==> config.mk <==
export PLATFORM = sky130hd
export DESIGN_NAME = i2c_line_conditioner
export DESIGN_NICKNAME = d
export VERILOG_FILES = /design/src/rtl/i2c_line_conditioner.sv
export SDC_FILE = /design/constraint.sdc
export NUM_CORES = 1
export LEC_CHECK = 0
export ABC_AREA = 1
export CORE_UTILIZATION = 61
export CTS_CLUSTER_DIAMETER = 60
export CTS_CLUSTER_SIZE = 10
export DETAILED_ROUTE_END_ITERATION = 6
export DONT_BUFFER_PORTS = 1
export PLACE_DENSITY_LB_ADDON = 0.3
export REMOVE_ABC_BUFFERS = 1
export SLEW_MARGIN = 10
export SYNTH_ARGS = -nofsm -noshare
export SYNTH_HDL_FRONTEND = slang
export SYNTH_SLANG_ARGS = --single-unit
==> constraint.sdc <==
create_clock -name clk -period 1.54 [get_ports clk]
set_input_delay 0.231 -clock clk [delete_from_list [all_inputs] [get_ports clk]]
set_output_delay 0.231 -clock clk [all_outputs]
set_load 0.02 [all_outputs]
==> src/rtl/i2c_line_conditioner.sv <==
`default_nettype none
// ============================================================================
// Module   : i2c_line_conditioner
// Brief    : SCL/SDA pad front end. Synchronizes and deglitches both lines,
//            emits registered SCL edge / START / STOP pulses, tracks bus-busy
//            and flags an SCL-stuck-low timeout while the bus is busy.
// Revision : 1.0 - initial release
// ============================================================================
module i2c_line_conditioner #(
  parameter int SYNC_STAGES = 2,
  parameter int FILT_LEN    = 3,
  parameter int TIMEOUT_W   = 16
) (
  input  logic clk,
  input  logic rst_n,
  input  logic scl_in,
  input  logic sda_in,
  output logic scl_f,
  output logic sda_f,
  output logic scl_rise,
  output logic scl_fall,
  output logic start_det,
  output logic stop_det,
  output logic bus_busy,
  output logic timeout
);

  localparam int                   CNT_W      = (FILT_LEN > 1) ? $clog2(FILT_LEN) : 1;
  localparam logic [CNT_W-1:0]     c_FILT_MAX = CNT_W'(FILT_LEN - 1);
  // One below the terminal count: the timeout flop is set on the edge where
  // the counter steps onto all-ones, so the pulse coincides with that value.
  localparam logic [TIMEOUT_W-1:0] c_TO_PRE   = {{(TIMEOUT_W-1){1'b1}}, 1'b0};

  // Line index 0 is SCL, index 1 is SDA.
  logic [1:0] w_raw;
  logic [1:0] w_s;      // synchronized sample
  logic [1:0] w_lvl;    // current filtered level
  logic [1:0] w_flip;   // filtered level flips on the coming edge

  assign w_raw = {sda_in, scl_in};

  for (genvar g = 0; g < 2; g++) begin : g_line
    logic [SYNC_STAGES-1:0] r_sync;
    logic [CNT_W-1:0]       r_cnt;
    logic                   r_lvl;

    // Synchronizer chain, idles high like the bus.
    always_ff @(posedge clk or negedge rst_n) begin
      if (!rst_n) r_sync <= '1;
      else        r_sync <= {r_sync[SYNC_STAGES-2:0], w_raw[g]};
    end

    assign w_s[g]    = r_sync[SYNC_STAGES-1];
    assign w_flip[g] = (w_s[g] != r_lvl) && (r_cnt == c_FILT_MAX);
    assign w_lvl[g]  = r_lvl;

    // Glitch filter: a level change must persist FILT_LEN samples to be taken.
    always_ff @(posedge clk or negedge rst_n) begin
      if (!rst_n) begin
        r_cnt <= '0;
        r_lvl <= 1'b1;
      end else if (w_s[g] == r_lvl) begin
        r_cnt <= '0;
      end else if (w_flip[g]) begin
        r_lvl <= ~r_lvl;
        r_cnt <= '0;
      end else begin
        r_cnt <= r_cnt + CNT_W'(1'b1);
      end
    end
  end

  logic                 w_scl_flip;
  logic                 w_sda_flip;
  logic                 w_start;
  logic                 w_stop;
  logic                 w_to_pre;
  logic                 r_scl_rise;
  logic                 r_scl_fall;
  logic                 r_start;
  logic                 r_stop;
  logic                 r_timeout;
  logic                 r_busy;
  logic [TIMEOUT_W-1:0] r_to_cnt;

  assign w_scl_flip = w_flip[0];
  assign w_sda_flip = w_flip[1];
  // SDA events only count with SCL steadily high; a simultaneous SCL flip
  // is reported as an SCL edge alone.
  assign w_start    = w_sda_flip &  w_lvl[1] & w_lvl[0] & ~w_scl_flip;
  assign w_stop     = w_sda_flip & ~w_lvl[1] & w_lvl[0] & ~w_scl_flip;
  assign w_to_pre   = r_busy & ~w_lvl[0] & (r_to_cnt == c_TO_PRE);

  // Event pulses, registered so they line up with the new filtered level.
  always_ff @(posedge clk or negedge rst_n) begin
    if (!rst_n) begin
      r_scl_rise <= 1'b0;
      r_scl_fall <= 1'b0;
      r_start    <= 1'b0;
      r_stop     <= 1'b0;
      r_timeout  <= 1'b0;
    end else begin
      r_scl_rise <= w_scl_flip & ~w_lvl[0];
      r_scl_fall <= w_scl_flip &  w_lvl[0];
      r_start    <= w_start;
      r_stop     <= w_stop;
      r_timeout  <= w_to_pre;
    end
  end

  // Bus-busy tracking and SCL-low timeout counter; busy drops the cycle
  // after the timeout pulse, START wins over any concurrent clear.
  always_ff @(posedge clk or negedge rst_n) begin
    if (!rst_n) begin
      r_busy   <= 1'b0;
      r_to_cnt <= '0;
    end else begin
      if (w_start)                r_busy <= 1'b1;
      else if (w_stop || r_timeout) r_busy <= 1'b0;

      if (!r_busy || w_lvl[0] || r_timeout) r_to_cnt <= '0;
      else                                  r_to_cnt <= r_to_cnt + TIMEOUT_W'(1'b1);
    end
  end

  assign scl_f     = w_lvl[0];
  assign sda_f     = w_lvl[1];
  assign scl_rise  = r_scl_rise;
  assign scl_fall  = r_scl_fall;
  assign start_det = r_start;
  assign stop_det  = r_stop;
  assign bus_busy  = r_busy;
  assign timeout   = r_timeout;

endmodule
`default_nettype wire

* Yosys cells after proc, flatten, opt, wreduce, memory -nomap -nowiden
Cells that the tools add are included.
** Word-level totals
- Memories kept :: 0
- Latch bits :: 0
- Memory bits (read-only) :: 0
- Input bits :: 4
- RAM bits :: 0
- Word-level logic and storage cells :: 54
- Register bits after elaboration :: 32
** Operators by class
- Equality and inequality tests :: 7
- Muxes and demuxes :: 7
- $lt $le $gt $ge :: 0
- Reductions and logical operators :: 9
- Div/mod/pow operators :: 0
- Add/subtract/negate cells :: 3
- Multipliers :: 0
- Shifts and indexed selects :: 0
- Bitwise logic cells :: 15
** Operators with widths (count)
- $add A16 B1 Y16 const B :: 1
- $eq A16 B16 Y1 const B :: 1
- $mux W16 :: 1
- $and A1 B1 Y1 :: 10
- $mux W2 :: 4
- $not A1 Y1 :: 5
- $add A2 B1 Y2 const B :: 2
- $eq A2 B2 Y1 const B :: 2
- $reduce_and A2 Y1 :: 2
- $logic_or A1 B1 Y1 :: 3
- $eq A1 B1 Y1 :: 2
- $logic_and A1 B1 Y1 :: 2
- $mux W1 :: 2
- $ne A1 B1 Y1 :: 2
- $reduce_bool A2 Y1 :: 1
- $logic_not A1 Y1 :: 1

* Logic depth before layout (Yosys ltp)
- Depth in word-level cells :: 8
- Mapped depth :: 9

* Worst setup path before layout
No wires, ideal clock.
- Path kind :: reg2reg
- Start point :: reg g_line[0].r_lvl (netlist: scl_f)
- End point :: reg r_to_cnt[9]
- Arrival time :: 1.185 ns
- Required time :: 1.423 ns
- Stages on the path, launching flop included :: 9
- Setup time :: 0.117 ns
- Slack :: 0.238 ns
- Clock period less this slack :: 1.302 ns
- Cell sequence :: dfstp_2 nor2_2 nand2_2 inv_1 buf_4 nand2_1 nand2_1 o21ai_1 inv_1
** On the way
- Word-level cells in the longest chain between the ends :: 3
** RTL lines
- start: declaration :: line 45 : logic r_lvl;
- start signal: assignment :: line 65 : r_lvl <= ~r_lvl;
- $logic_or A1 B1 Y1 (2 in series) :: line 121 : if (!r_busy || w_lvl[0] || r_timeout) r_to_cnt <= '0;
- $mux W16 :: line 121
- end signal: assignment :: line 122 : else r_to_cnt <= r_to_cnt + TIMEOUT_W'(1'b1);
- end: declaration :: line 84 : logic [TIMEOUT_W-1:0] r_to_cnt;
Every way passes these cells.
A chain may end at the register's enable or synchronous reset.

* Final worst setup path
Same ends and word-level chain as after synthesis.

==> reports/results.ini <==
[route]
drc=0
drt-wirelength-per-cell_um=11.4
first_pass_iters=4
viasPerCell=5.16
ant_nets=0
drt_iter0_markers=27
drt-total-wl_um=2420
dr_total_vias=1094

[pwr]
clockPowerShare=0.298
p_sw_frac=0.302
switching_power_uw=619
ir_drop_mv=1.02
pwr-share-comb=0.165
power_density_mw_per_mm2=1290
p_leak_uw=0.000752
power_uw=2050
p_seq_frac=0.537
intPower_uw=1430

[floorplanning]
rows=17
die-area_mm2=0.00253
start_util=0.644
fp.dieW_um=50.3
die_h_um=50.3
core_mm2=0.00221
num_io_pins=12

[critical_path]
startpoint=scl_f$_DFFE_PN1P_
worstPathRequired_ps=1760
crit_path_start_kind=register
path_max_fanout=11
r2r_start=scl_f$_DFFE_PN1P_
arrival_ps=1630
end_kind=register
path_class=register to register

[clocking]
cts-root-buf=clkbuf_4
post_cts_resized=0
cts.sinks=32
cts_tree=done
cts_buffers=5
ctsLongestPathBuffers=2
cts.reportedPaths.clkPinSlew_ps=100
insertion_delay_ps=330
h-tree-depth=2

[timing]
setup_viol=0
max-slew-margin-rel=0.792
fin_skew_ps=13.0
drv_slew=0
setup_tns_ps=0
worst_pin_slew_ps=311
rsz0062_at_grt=false
hold_viol=0
fin_crit_sh=0.916
max_freq_mhz=709
fin_ws_ps=130
layout_min_cycle_time_ps=1410

[cells_and_area]
layout_commonest_cell=nand2_1
fill_cells=172
drive_gt1_frac=0.120
final_cell_mix=39 x nand2_1, 38 x nor2_1, 26 x dfrtp_1, 24 x inv_1, 7 x nand3_1
multi_input_area_um2=515
regArea_um2=808
final_nets=189
area_growth_pct=11.3
final_core_util=0.717
diodes=0

[global_routing]
grt_pass1_vias=1008
grt_max_degree=33
grt_pass1_wl_um=4180
grt_overflow=0
track_usage=0.230
antenna_found_initial=0

[logic_synthesis]
yosysTopAreaCellShare=0.457
synthDistinctLibCells=20
yosysTopAreaCell=dfrtp_1
yosysSeqAreaShare=0.567
ys_warn_count=0
netlist_area_mm2=0.00143
ys_ff_latch=32
synth_area_leaders=dfrtp_1 46%, dfstp_2 11%, nand2_1 10%, nor2_1 10%, inv_1 6.3%
syn-instance-count=172
syn_area_per_cell_um2=8.29

[placement]
dp_slack_ps=155
routabilityCongestion=0.929
dp.final_hpwl_um=1770
io_buffers=0

[run]
cap_violations=0

[min_path]
hold_path.class=input port to async pin

[status]
status=finished clean

==> power groups by stage <==
stage | registers, uW | logic, uW | clock network, uW
after global placement | 1110 | 294 | 0
final | 1100 | 337 | 610
after global routing | 1120 | 386 | 649
after CTS | 1100 | 340 | 616
after detailed placement | 1120 | 309 | 0
after floorplan | 1110 | 235 | 0
==> worst max-delay path, cell delays in order, from the launching register on <==
cell	delay, ps
dfstp_2	650
nor2_2	80
nand2_2	110
inv_1	160
o21ai_0	110
nand2_1	70
o21ai_1	70
inv_1	50
==> logic make-up after synthesis <==
logic type,Yosys count,share of synthesized area
AO/OA/AOI/OAI,13,0.0474
XOR/XNOR,3,0.0184
adder cells (fa/ha/maj),2,0.0176
buffers and inverters,26,0.0711
flip-flops,32,0.567
AND/OR/NAND/NOR,96,0.278
==> cell usage after synthesis, drive strengths merged <==
| cell type | instances |
|---|---|
| xor2 | 3 |
| nand4 | 2 |
| nand2 | 41 |
| dfstp | 6 |
| nor3 | 3 |
| a31oi | 2 |
| nor3b | 1 |
| o21ai | 8 |
| dfrtp | 26 |
| nor2 | 41 |
| a21oi | 3 |
| buf | 1 |
| ha | 2 |
| nand3 | 7 |
| or2 | 1 |
| inv | 25 |
==> layer usage <==
| layer | part of all wire | vias to the layer above | global-route usage |
|---|---|---|---|
| met3 | 0.056 | 5 | 0.0879 |
| met2 | 0.46 | 25 | 0.360 |
| met4 | 0.017 | 0 | 0.0833 |
| met5 | 0 | - | 0 |
| li1 | - | 550 | - |
| met1 | 0.47 | 514 | 0.289 |
==> worst paths after layout <==
kind / cells after the start / slack (ps) / end
worst max-delay path: 7 / 130 / r_to_cnt[9]$_DFF_PN0_
worst min-delay path: 2 / 320 / g_line[1].r_cnt[0]$_DFF_PN0_
worst max register to register: 7 / 130 / r_to_cnt[9]$_DFF_PN0_
worst min register to register: 0 / 360 / g_line[1].r_sync[1]$_DFF_PN1_
max in group asynchronous: 2 / 980 / g_line[0].r_sync[0]$_DFF_PN1_
min in group clk: 0 / 360 / g_line[1].r_sync[1]$_DFF_PN1_
==> per-stage QoR <==
stage,instances,cell area [um^2],hold slack (ps)
after CTS,212,1590,329
final,212,1590,320
after detailed placement,200,1460,-63.8
after floorplan,171,1420,-64.6
after global routing,212,1590,331
after global placement,200,1460,-64.1
==> timing repair <==
action | CTS | global route
setup buffers | 0 | 0
hold endpoints to repair | 34 | 0
hold buffers | 4 | 0
==> sequential cells by signal, indices dropped and copies added, names as in the netlist <==
name           flops
bus_busy           1
timeout            1
scl_f              1
sda_f              1
r_to_cnt          16
scl_fall           1
g_line.r_sync      4
g_line.r_cnt       4
scl_rise           1
start_det          1
stop_det           1
==> cell type report <==
type | instances | share of cell area
Multi-Input combinational cell | 114 | 0.325
Inverter | 25 | 0.0591
Sequential cell | 32 | 0.509
Clock inverter | 2 | 0.0221
Timing Repair Buffer | 5 | 0.0363
Clock buffer | 6 | 0.0260
Tap cell | 28 | 0.0221
Note: power is estimated with default switching activity, not from simulation.
